[src/rtl/kf8237_pkg.sv]
// Shared types and field encodings for the KF8237 timing-and-control block.
// Holds the transfer state enum, the mode/command bit positions and a one-hot helper.
package kf8237_pkg;

  typedef enum logic [2:0] {
    SI = 3'd0,
    S0 = 3'd1,
    S1 = 3'd2,
    S2 = 3'd3,
    S3 = 3'd4,
    SW = 3'd5,
    S4 = 3'd6,
    SC = 3'd7
  } state_t;

  localparam int MODE_W            = 8;
  localparam int MODE_SEL_LSB      = 0;
  localparam int MODE_TYPE_LSB     = 2;
  localparam int MODE_AUTOINIT_BIT = 4;
  localparam int MODE_DEC_BIT      = 5;
  localparam int MODE_MODE_LSB     = 6;

  localparam logic [1:0] TT_VERIFY  = 2'b00;
  localparam logic [1:0] TT_WRITE   = 2'b01;
  localparam logic [1:0] TT_READ    = 2'b10;
  localparam logic [1:0] TT_ILLEGAL = 2'b11;

  localparam logic [1:0] MODE_DEMAND  = 2'b00;
  localparam logic [1:0] MODE_SINGLE  = 2'b01;
  localparam logic [1:0] MODE_BLOCK   = 2'b10;
  localparam logic [1:0] MODE_CASCADE = 2'b11;

  localparam int CMD_DISABLE_BIT   = 2;
  localparam int CMD_EXT_WRITE_BIT = 5;

  // Lowest set bit wins; the encoder upstream guarantees at most one bit anyway.
  function automatic logic [1:0] onehot_to_index(input logic [3:0] onehot);
    logic [1:0] idx;
    idx = 2'd0;
    if (onehot[3]) idx = 2'd3;
    if (onehot[2]) idx = 2'd2;
    if (onehot[1]) idx = 2'd1;
    if (onehot[0]) idx = 2'd0;
    return idx;
  endfunction

endpackage

[src/rtl/kf8237_mode_register_file.sv]
// Four per-channel mode registers with one write port and one read port.
// The read port forwards same-cycle write data so a service starting now sees the new mode.
module kf8237_mode_register_file
  import kf8237_pkg::*;
(
  input  logic              clock,
  input  logic              reset_n,
  input  logic              clear,
  input  logic              write_enable,
  input  logic [1:0]        write_select,
  input  logic [MODE_W-1:0] write_data,
  input  logic [1:0]        read_select,
  output logic [MODE_W-1:0] read_data
);

  logic [MODE_W-1:0] mode_q [4];
  logic [MODE_W-1:0] mode_d [4];

  always_comb begin
    for (int ch = 0; ch < 4; ch++) begin
      mode_d[ch] = mode_q[ch];
      if (write_enable && (write_select == 2'(ch))) begin
        mode_d[ch] = write_data;
      end
    end
  end

  always_ff @(posedge clock) begin
    if (!reset_n || clear) begin
      for (int ch = 0; ch < 4; ch++) mode_q[ch] <= '0;
    end else begin
      for (int ch = 0; ch < 4; ch++) mode_q[ch] <= mode_d[ch];
    end
  end

  assign read_data = (write_enable && (write_select == read_select)) ? write_data
                                                                     : mode_q[read_select];

endmodule

[src/rtl/kf8237_timing_and_control.sv]
// KF8237 DMA service sequencer: bus negotiation, S0-S4 transfer FSM, strobes,
// end-of-process handling, command register and sticky terminal-count status.
module kf8237_timing_and_control
  import kf8237_pkg::*;
(
  input  logic       clock,
  input  logic       reset_n,
  input  logic [7:0] internal_data_bus,
  input  logic       write_command_register,
  input  logic       write_mode_register,
  input  logic       master_clear,
  input  logic       read_status_register,
  input  logic [3:0] encoded_dma,
  input  logic       hold_acknowledge,
  input  logic       ready,
  input  logic       end_of_process_in,
  input  logic       underflow,
  output logic       hold_request,
  output logic [3:0] dma_acknowledge_internal,
  output logic [3:0] transfer_register_select,
  output logic       decrement_address_config,
  output logic       next_word,
  output logic       initialize_current_register,
  output logic       end_of_process_internal,
  output logic       end_of_process_out,
  output logic       address_enable,
  output logic       address_strobe,
  output logic       memory_read_n,
  output logic       memory_write_n,
  output logic       io_read_n_out,
  output logic       io_write_n_out,
  output logic       lock_bus_control,
  output logic [7:0] status
);

  state_t            state_q, state_d;
  logic [3:0]        channel_q, channel_d;
  logic [7:0]        command_q, command_d;
  logic [3:0]        tc_q, tc_d;
  logic [MODE_W-1:0] active_mode;
  logic [1:0]        mode_read_select;
  logic [1:0]        xfer_type;
  logic [1:0]        xfer_mode;
  logic              terminate;
  logic              tc_word;
  logic              bus_phase;
  logic              read_phase;
  logic              write_phase;
  logic              cmd_unused;
  logic              mode_unused;

  // A command write in the same cycle as the request must already gate the start.
  assign command_d = write_command_register ? internal_data_bus : command_q;

  // Before the channel is latched the mode of the requesting channel decides cascade.
  assign mode_read_select = (state_q == S0) ? onehot_to_index(encoded_dma)
                                            : onehot_to_index(channel_q);

  kf8237_mode_register_file u_mode_register_file (
    .clock        (clock),
    .reset_n      (reset_n),
    .clear        (master_clear),
    .write_enable (write_mode_register),
    .write_select (internal_data_bus[MODE_SEL_LSB +: 2]),
    .write_data   (internal_data_bus),
    .read_select  (mode_read_select),
    .read_data    (active_mode)
  );

  assign xfer_type = active_mode[MODE_TYPE_LSB +: 2];
  assign xfer_mode = active_mode[MODE_MODE_LSB +: 2];

  always_comb begin
    state_d   = state_q;
    channel_d = channel_q;
    terminate = 1'b0;
    case (state_q)
      SI: begin
        if ((encoded_dma != 4'd0) && !command_d[CMD_DISABLE_BIT]) state_d = S0;
      end
      S0: begin
        if (encoded_dma == 4'd0) begin
          state_d = SI;
        end else if (hold_acknowledge) begin
          channel_d = encoded_dma;
          state_d   = (xfer_mode == MODE_CASCADE) ? SC : S1;
        end
      end
      S1: state_d = S2;
      S2: state_d = S3;
      S3: state_d = ready ? S4 : SW;
      SW: if (ready) state_d = S4;
      S4: begin
        terminate = underflow || !end_of_process_in || (xfer_mode == MODE_SINGLE) ||
                    ((xfer_mode == MODE_DEMAND) && (encoded_dma != channel_q));
        if (terminate) begin
          state_d   = SI;
          channel_d = 4'd0;
        end else begin
          state_d = S2;
        end
      end
      SC: begin
        if (encoded_dma == 4'd0) begin
          state_d   = SI;
          channel_d = 4'd0;
        end
      end
      default: begin
        state_d   = SI;
        channel_d = 4'd0;
      end
    endcase
  end

  // Underflow in S4 always terminates, so the TC bit and EOP pulse go together.
  assign tc_word = (state_q == S4) && underflow;
  assign tc_d    = (read_status_register ? 4'd0 : tc_q) | (tc_word ? channel_q : 4'd0);

  always_ff @(posedge clock) begin
    if (!reset_n || master_clear) begin
      state_q   <= SI;
      channel_q <= 4'd0;
      command_q <= 8'd0;
      tc_q      <= 4'd0;
    end else begin
      state_q   <= state_d;
      channel_q <= channel_d;
      command_q <= command_d;
      tc_q      <= tc_d;
    end
  end

  assign bus_phase   = state_q inside {S1, S2, S3, SW, S4};
  assign read_phase  = state_q inside {S2, S3, SW, S4};
  assign write_phase = (state_q inside {S3, SW, S4}) ||
                       ((state_q == S2) && command_q[CMD_EXT_WRITE_BIT]);

  assign hold_request                = (state_q != SI);
  assign dma_acknowledge_internal    = channel_q;
  assign transfer_register_select    = channel_q;
  assign decrement_address_config    = bus_phase && active_mode[MODE_DEC_BIT];
  assign address_enable              = bus_phase;
  assign address_strobe              = (state_q == S1);
  assign next_word                   = (state_q == S4);
  assign end_of_process_internal     = terminate;
  assign initialize_current_register = tc_word && active_mode[MODE_AUTOINIT_BIT];
  assign end_of_process_out          = !tc_word;
  assign lock_bus_control            = !(state_q inside {SI, S0});
  assign status                      = {encoded_dma, tc_q};

  // Verify and the illegal type 11 leave every strobe inactive.
  assign memory_read_n  = !(read_phase  && (xfer_type == TT_READ));
  assign io_write_n_out = !(write_phase && (xfer_type == TT_READ));
  assign io_read_n_out  = !(read_phase  && (xfer_type == TT_WRITE));
  assign memory_write_n = !(write_phase && (xfer_type == TT_WRITE));

  assign cmd_unused  = ^{command_q[7:6], command_q[4:3], command_q[1:0]};
  assign mode_unused = ^active_mode[MODE_SEL_LSB +: 2];

endmodule

[config.mk]
export PLATFORM = sky130hd
export DESIGN_NAME = kf8237_timing_and_control
export DESIGN_NICKNAME = d
export VERILOG_FILES = /design/src/rtl/kf8237_pkg.sv /design/src/rtl/kf8237_mode_register_file.sv /design/src/rtl/kf8237_timing_and_control.sv
export SDC_FILE = /design/constraint.sdc
export NUM_CORES = 1
export LEC_CHECK = 0
export ABC_AREA = 1
export BUFFER_PORTS_ARGS = -buffer_cell sky130_fd_sc_hd__buf_2
export CORE_MARGIN = 2
export CORE_UTILIZATION = 48
export CTS_CLUSTER_DIAMETER = 40
export DETAILED_ROUTE_END_ITERATION = 10
export PLACE_DENSITY = 0.72
export SYNTH_ARGS = -nofsm -noshare
export SYNTH_HDL_FRONTEND = slang
export SYNTH_SLANG_ARGS = --single-unit
[constraint.sdc]
create_clock -name clock -period 2.6 [get_ports clock]
set_clock_uncertainty 0.15 [all_clocks]
set_input_delay 0.78 -clock clock [delete_from_list [all_inputs] [get_ports clock]]
set_output_delay 0.78 -clock clock [all_outputs]
set_load 0.02 [all_outputs]
**Word level (Yosys, flattened, before mapping)**

Memory sizes are Yosys's and may differ from the RTL's.
Cells that the tools add are included.

- Eq/ne operators: 27
- Multiplexer cells: 39
- Bitwise operators: 5
- Reduce and logical (&&, ||, !) cells: 46

Operators by type and width:

| kind | number |
|---|---|
| 8-bit two-way mux | 9 |
| 4-bit two-way mux | 6 |
| 3-bit case mux with 8 select lines | 1 |
| 2-bit two-way mux | 11 |
| 3-bit two-way mux | 7 |
| 1-bit logical AND | 15 |
| 3-bit == test, second input constant | 4 |
| 4-bit case mux with 3 select lines | 1 |
| 2-bit inequality test, second input constant | 5 |
| 1-bit logical NOT | 9 |
| 3-bit nonzero test | 3 |
| 2-bit == test, second input constant | 4 |
| 2-bit AND reduction | 4 |
| 4-bit nonzero test | 2 |
| 2-bit by 1-bit == test with 1-bit output, second input constant | 3 |
| 3-bit by 2-bit == test with 1-bit output, second input constant | 2 |
| 1-bit logical OR | 5 |
| 5-bit AND reduction | 1 |
| 5-bit nonzero test | 1 |
| 2-bit logical NOT | 2 |
| 4-bit logical NOT | 1 |
| 1-bit two-way mux | 4 |
| 1-bit inequality test, second input constant | 4 |
| 4-bit inequality test | 1 |
| 9 further kinds | 12 |

- Flip-flop bits (word level): 17
- Memory bits (writable): 32
- Input bits: 22
- Output and inout port bits: 29
- Word-level logic and storage cells: 123
- Memories: 1

Memories:

| memory | depth | bits a word | rd ports | clocked after memory_dff | write ports | line | RTL |
|---|---|---|---|---|---|---|---|
| u_mode_register_file.mode_q | 4 | 8 | 1 | 0 | 4 | kf8237_mode_register_file.sv:16 | `logic [MODE_W-1:0] mode_q [4];` |

**Depth between registers and ports, before layout**

Gate-level depths: netlist (run 1).

- Depth in word-level cells: 13
- Depth in mapped cells: 17
- Gate-level depth less buffers: 17

**By module**

Synthesis (run 1) repeated with hierarchy kept, for this count alone.

- Cell total of the unflattened synthesis: 377
- Area total of the unflattened synthesis: 2,767.7 um^2

Modules (own cells, without submodules):

| module | times used | cells each | area an instance (um^2) | sequential area each (um^2) |
|---|---|---|---|---|
| kf8237_mode_register_file | 1 | 214 | 1,771.7 | 960.9 |
| kf8237_timing_and_control | 1 | 163 | 996.0 | 260.2 |

**Least setup slack after synthesis (run 1)**

Ideal clock, no wire load.

- Path kind: reg2out
- Start: reg state_q[2]
- End: out initialize_current_register
- Arrival time: 2,118 ps
- Data required time: 1,670 ps
- Slack: -448 ps
- Cell stages (with the launch flop): 5
- Path buffers: 0
- Path through: dfxtp_1 inv_1 nor3_1 nand2_1 nor2_1

- Elaborated cells between the ends (all ways): 9
- Those cells by class: eq/ne: 3; mux: 2; reduce/logical: 3; memory: 1

RTL lines:

| element | line | RTL |
|---|---|---|
| from (decl) | kf8237_timing_and_control.sv:36 | `state_t state_q, state_d;` |
| from (signal assigned) | kf8237_timing_and_control.sv:127 | `state_q <= state_d;` |
| 3-bit == test | -- |  |
| via next_word | kf8237_timing_and_control.sv:22 | `output logic next_word,` |
| 1-bit logical AND | kf8237_timing_and_control.sv:117 | `assign tc_word = (state_q == S4) && underflow;` |
| 1-bit logical AND | kf8237_timing_and_control.sv:147 | `assign initialize_current_register = tc_word && active_mode[MODE_AUTOINIT_BIT];` |
| to (decl) | kf8237_timing_and_control.sv:23 | `output logic initialize_current_register,` |

The timed path passes the listed nets, and every way through them passes these cells.

**Worst setup path after layout (run 1)**

- Start: in encoded_dma[2]
- End: out io_write_n_out

- Longest elaborated chain between the ends: 10
- Elaborated cells between the ends (all ways): 11
- Those cells by class: eq/ne: 2; mux: 5; reduce/logical: 3; memory: 1

Ends and longest elaborated chain:

| element | line | RTL |
|---|---|---|
| from (decl) | kf8237_timing_and_control.sv:13 | `input logic [3:0] encoded_dma,` |
| 2-bit two-way mux * | kf8237_pkg.sv:41 | `if (onehot[2]) idx = 2'd2;` |
| 2-bit two-way mux * | kf8237_pkg.sv:42 | `if (onehot[1]) idx = 2'd1;` |
| 2-bit two-way mux * | kf8237_pkg.sv:43 | `if (onehot[0]) idx = 2'd0;` |
| 2-bit two-way mux * | kf8237_timing_and_control.sv:56 | `assign mode_read_select = (state_q == S0) ? onehot_to_index(encoded_dma)` |
| branches (longest 2 deep; another with memory read 4 x 8 bit) | -- |  |
| 8-bit two-way mux * | kf8237_mode_register_file.sv:36 | `assign read_data = (write_enable && (write_select == read_select)) ? write_data` |
| 2-bit == test * | kf8237_timing_and_control.sv:154 | `assign io_write_n_out = !(write_phase && (xfer_type == TT_READ));` |
| 1-bit logical AND * | kf8237_timing_and_control.sv:154 |  |
| 1-bit logical NOT * | kf8237_timing_and_control.sv:154 |  |
| to (decl) | kf8237_timing_and_control.sv:31 | `output logic io_write_n_out,` |

Mark *: on every way between the ends.

==> out/metrics.cfg, run 1 <==
[status]
status=complete, but fails checks
violations=negative setup slack

[critical_path]
endpoint_kind=primary output
crit_arrival_ns=2.20
critical_path.max_fanout=5
critPathKind=input port to primary output
cp.required_ns=1.67
start_kind=input port

[synth]
avgSynthCellArea_um2=7.54
yosys-top-cells-area=edfxtp_1, dfxtp_1, nand2_1
synth_edf_count=24
synth_cell_types=31
yosysWarnings=0
synth_top_area_cell=edfxtp_1
synth_top_area_frac=0.314
synthFlopType=edfxtp_1
yosysMostFrequentCell=nand2_1
syn-cell-area_um2=2300
synth_common_cells=nand2_1, nor2_1, inv_1
synthArstFlopShare=0
postSynthCellCount=305
synth-seq-area-share=0.427
ys_seq_elements=37
syn_nets=327

[cts]
clk_latency_ns=0.30
htreeDepth=2
cts_buffers=5
cts_num_sinks=37
clockBufferDepth=2
clk_pin_slew_ns=0.07
cts_tree=built
root_buffer=clkbuf_8
cts-hold-fix-buffers=0

[global_routing]
grt_pass1_wl_um=10800
first_global_vias=2294
grtUsageTotal=0.267
antenna_found_initial=0
grt-ovfl-total=0
grt_max_degree=15

[detailed_routing]
drtAntennaViolNets=0
via_count=2536
via_per_inst=5.50
first_pass_iters=5
drt_iter0_drc=328
wl_um=7390
wl_per_cell_um=16.0
drt_drc_violations_left=0

[placement]
gp_congestion=0.852
place_area_um2=2940
io_buffers=50
place_inst=443
pre_cts_slack_ns=-0.639
hpwl_um=4750

[timing]
timing.final.hold_violations=0
relSlewSlack=0.740
rsz0062_at_grt=yes
timing.fmax_mhz=319
period_minus_slack_ns=3.13
finalCritPeriodShare=1.20
setup_viol=7
tightest_slew_ns=0.389
setup_ws_ns=-0.530
drv_slew=0

[flow_run]
drv_cap=0

[floorplanning]
die_w_um=73.2
core_um2=4660
dieArea_um2=5360
start_util=0.493
die_h_um=73.2
row_count=25
num_io_pins=51

[pwr]
p_leak_uw=0.00164
ir_drop_uv=343
power_density_nw_per_um2=459

[min_path]
hold_class=flip-flop to flip-flop

[finish]
fin_util=0.743
syn_to_final_growth_pct=50.6
design_area_um2=3460
final_nets=428
antenna_cells=0
fin_cells=461
drive_gt1_frac=0.462

-- area by class of cell --
class                      count  area, um^2
clock inverter                 2        38.8
timing repair buffer         104         767
inverter                      43         181
clock buffer                   6        72.6
multi-input combinational    215        1350
fill                         323        1200
sequential                    37         985
tap                           54        67.6
-- repair_timing --
item                                    CTS  global route
gates resized for setup                  50            43
endpoints found under the setup margin    7             7
gates cloned                              2             0
buffers inserted                          6             2
pin swaps                                30            28
-- power by group --
group          switching (uW)  total [uW]  internal (uW)
sequential               11.2         663            652
combinational             240         411            170
clock                     225         514            288
total                     477        1590           1110
-- cells by family (layout without fill, tap and decap cells) --
logic type,count (synthesis),count (layout),synth area share
buf+inv,55,155,0.111
compound gates,34,34,0.0849
flops,37,37,0.427
xor+xnor,3,3,0.0114
simple gates,176,178,0.366
-- critical path: stages --
cell     delay [ns]
buf_12         0.12
o21ai_2        0.15
nand2_1        0.11
nand3_2        0.09
nand2_2        0.09
nor2_8         0.18
nand2_8        0.09
o21ai_4        0.20
inv_2          0.07
nor2_4         0.12
nand2_2        0.06
buf_6          0.13
-- placed cells by master, fill, tap and decap left out, types with 5 or more instances in the layout --
cell type and instances:
nand3_4 7, nor2_2 5, buf_4 47, buf_6 15, o21ai_2 7, nand3_1 16, clkbuf_8 5, nor2_1 47
dfxtp_1 10, nand4_1 5, buf_2 39, nand2_1 52, nor2_4 5, edfxtp_1 24, nand2_2 15, inv_2 5
a21oi_1 10, nand2_4 11, inv_1 35
-- flip-flops by register name (all words and copies together) (netlist names) --
name                         cells
dma_acknowledge_internal         4
u_mode_register_file.mode_q     24
command_q                        2
tc_q                             4
state_q                          3
-- layer usage --
metal / global-route usage / routed length, um / up-vias
li1: - / - / 1180
met3: 0.0470 / 621 / 27
met2: 0.429 / 3560 / 169
met5: 0 / 0 / -
met1: 0.357 / 3000 / 1160
met4: 0.101 / 213 / 0
-- stage by stage --
| step | TNS, ns | power, uW | hold slack (ns) |
|---|---|---|---|
| final | -3.46 | 1590 | 0.316 |
| after global routing | -3.92 | 1630 | 0.342 |
| after CTS | -3.28 | 1530 | 0.318 |
| after detailed placement | -4.92 | 978 | 0.306 |
| after global placement | -4.58 | 972 | 0.300 |
| after floorplan | -1.22 | 857 | 0.320 |
-- worst paths after layout --
check	from	end	slack (ns)	cells after the start
max	encoded_dma[2]	io_write_n_out	-0.53	12
min	tc_q[1]	tc_q[1]	0.32	2
max reg2reg	state_q[1]	dma_acknowledge_internal[2]	0.22	18
min reg2reg	tc_q[1]	tc_q[1]	0.32	2
(Power assumes the default switching activity.)
==> inputs of run 2 (changes only) <==
Settings changed: PLACE_DENSITY 0.72 to 0.7, SYNTH_HIERARCHICAL set to 1.
==> run 2 against run 1 <==
  * The flow still finishes with violations (negative setup slack)
  * Register-to-register slack lost 0.25 ns
  * Total power fell by 11%
  * Sequential share of layout area about the same
  * Die area rose by 3.2%
  * Largest power group unchanged
==> out/metrics.cfg, run 2 <==
[finish]
syn_to_final_growth_pct=45.2
fillers=383
mostFrequentLayoutCells=nand2_1, inv_1, buf_4, buf_2, nor2_1
design_area_um2=3450
top_register=u_mode_register_file/mode_q
final_nets=450
drive_gt1_frac=0.413
largest_reg_flops=24
antenna_cells=0
final_common_cell=nand2_1
fin_cells=496

[synth]
yosysWarnings=6
avgSynthCellArea_um2=7.18
postSynthCellCount=331
syn_nets=353
syn-cell-area_um2=2380

[detailed_routing]
via_count=2480
drtAntennaViolNets=0
drt_drc_violations_left=0
wl_um=6800
wl_per_cell_um=13.7
drt_iter0_drc=143
first_pass_iters=5
via_per_inst=5.00

[floorplanning]
num_io_pins=51
row_count=25
dieArea_um2=5530
core_um2=4750
die_h_um=74.4
start_util=0.500
die_w_um=74.4

[global_routing]
grtUsageTotal=0.256
grt_pass1_wl_um=10600
antenna_found_initial=0
grt_max_degree=12
grt-ovfl-total=0
first_global_vias=2340

[cts]
clk_pin_slew_ns=0.07
cts_num_sinks=37
clockBufferDepth=2
htreeDepth=2
clk_latency_ns=0.29
cts_buffers=5
cts-hold-fix-buffers=0
cts_tree=built
root_buffer=clkbuf_8

[timing]
timing.fmax_mhz=300
drv_slew=0
timing.final.hold_violations=0
rsz0062_at_grt=yes
tightest_slew_ns=0.547
setup_viol=12
setup_ws_ns=-0.730
finalCritPeriodShare=1.28
relSlewSlack=0.634
setup-tns-final_ns=-5.33
period_minus_slack_ns=3.33

[pwr]
p_leak_uw=0.00170
seqPwrFrac=0.466
switching_share=0.308
ir_drop_uv=373
p_clk_frac=0.273
p_int_uw=981
p_sw_uw=437
combPwrFrac=0.262
power_density_nw_per_um2=411

[critical_path]
slowest_delay_ns=0.25
cp.required_ns=1.67
critical-path-slowest-cell=o32ai_2
crit_top_cell=nand2_4
critical_path.max_fanout=4
path_cells=buf_8 > nor2_4 > inv_2 > o32ai_2 > buf_4 > inv_4 > nand2_4 > nand2_4 > buf_4 > buf_6 > nand3_4 > nand2_4 > inv_4 > nand3_4 > buf_6
crit_arrival_ns=2.40
endpoint_kind=primary output
critPathKind=input port to primary output
start_kind=input port

[placement]
gp_congestion=0.917
io_buffers=50
hpwl_um=4940
place_inst=477
place_area_um2=3020
pre_cts_slack_ns=-0.926

[status]
status=complete, but fails checks
violations=negative setup slack

[min_path]
hold_class=flip-flop to flip-flop

[flow_run]
drv_cap=0

run 2: worst paths after layout:
| check | start | end | slack, ns | depth (start not counted) |
|---|---|---|---|---|
| max reg2reg | state_q[1] | dma_acknowledge_internal[3] | -0.03 | 20 |
| min reg2reg | tc_q[3] | tc_q[3] | 0.31 | 2 |
| min | tc_q[3] | tc_q[3] | 0.31 | 2 |
| max | encoded_dma[0] | memory_read_n | -0.73 | 15 |
run 2: cell type report:
class / instances / area, um^2 / share of cell area
clock buffer: 5 / 68.8 / 0.0199
multi-input combinational: 215 / 1280 / 0.372
clock inverter: 3 / 12.5 / 0.00363
sequential: 37 / 981 / 0.284
inverter: 65 / 262 / 0.0758
timing repair buffer: 104 / 759 / 0.220
tap: 67 / 83.8 / 0.0243
run 2: metal layers:
layer | vias to the layer above | routed length, um | GRT usage | share of wire
met5 | - | 0 | 0 | 0
met4 | 0 | 76 | 0.0833 | 0.011
met3 | 10 | 447 | 0.0610 | 0.066
met2 | 91 | 3500 | 0.436 | 0.51
met1 | 1155 | 2780 | 0.322 | 0.41
li1 | 1224 | - | - | -
run 2: power by group through the flow:
stage | Sequential [uW] | Clock (uW) | Combinational (uW)
2_1_floorplan | 675 | 0 | 175
3_3_place_gp | 673 | 0 | 289
3_5_place_dp | 674 | 0 | 293
4_1_cts | 660 | 387 | 338
5_1_grt | 663 | 417 | 400
6_report | 661 | 387 | 371
run 2: per-stage QoR:
| stage | total power (uW) | hold WS, ns | utilization |
|---|---|---|---|
| after floorplan | 850 | 0.319 | - |
| after global placement | 961 | 0.301 | 0.635 |
| after detailed placement | 967 | 0.309 | 0.635 |
| after CTS | 1390 | 0.320 | 0.700 |
| after global routing | 1480 | 0.350 | 0.726 |
| final | 1420 | 0.313 | 0.726 |
run 2: critical path, delay by kind of cell:
kind / cells / cell delay (ns)
AND/OR/NAND/NOR: 6 / 0.49
AO/OA/AOI/OAI: 1 / 0.25
buffers and inverters: 8 / 0.88
run 2: what timing repair did:
item,4_1_cts,5_1_grt
setup endpoints to repair,13,14
hold endpoints to repair,0,0
buffers inserted,6,5
gates resized for setup,51,25
pin swaps,20,15
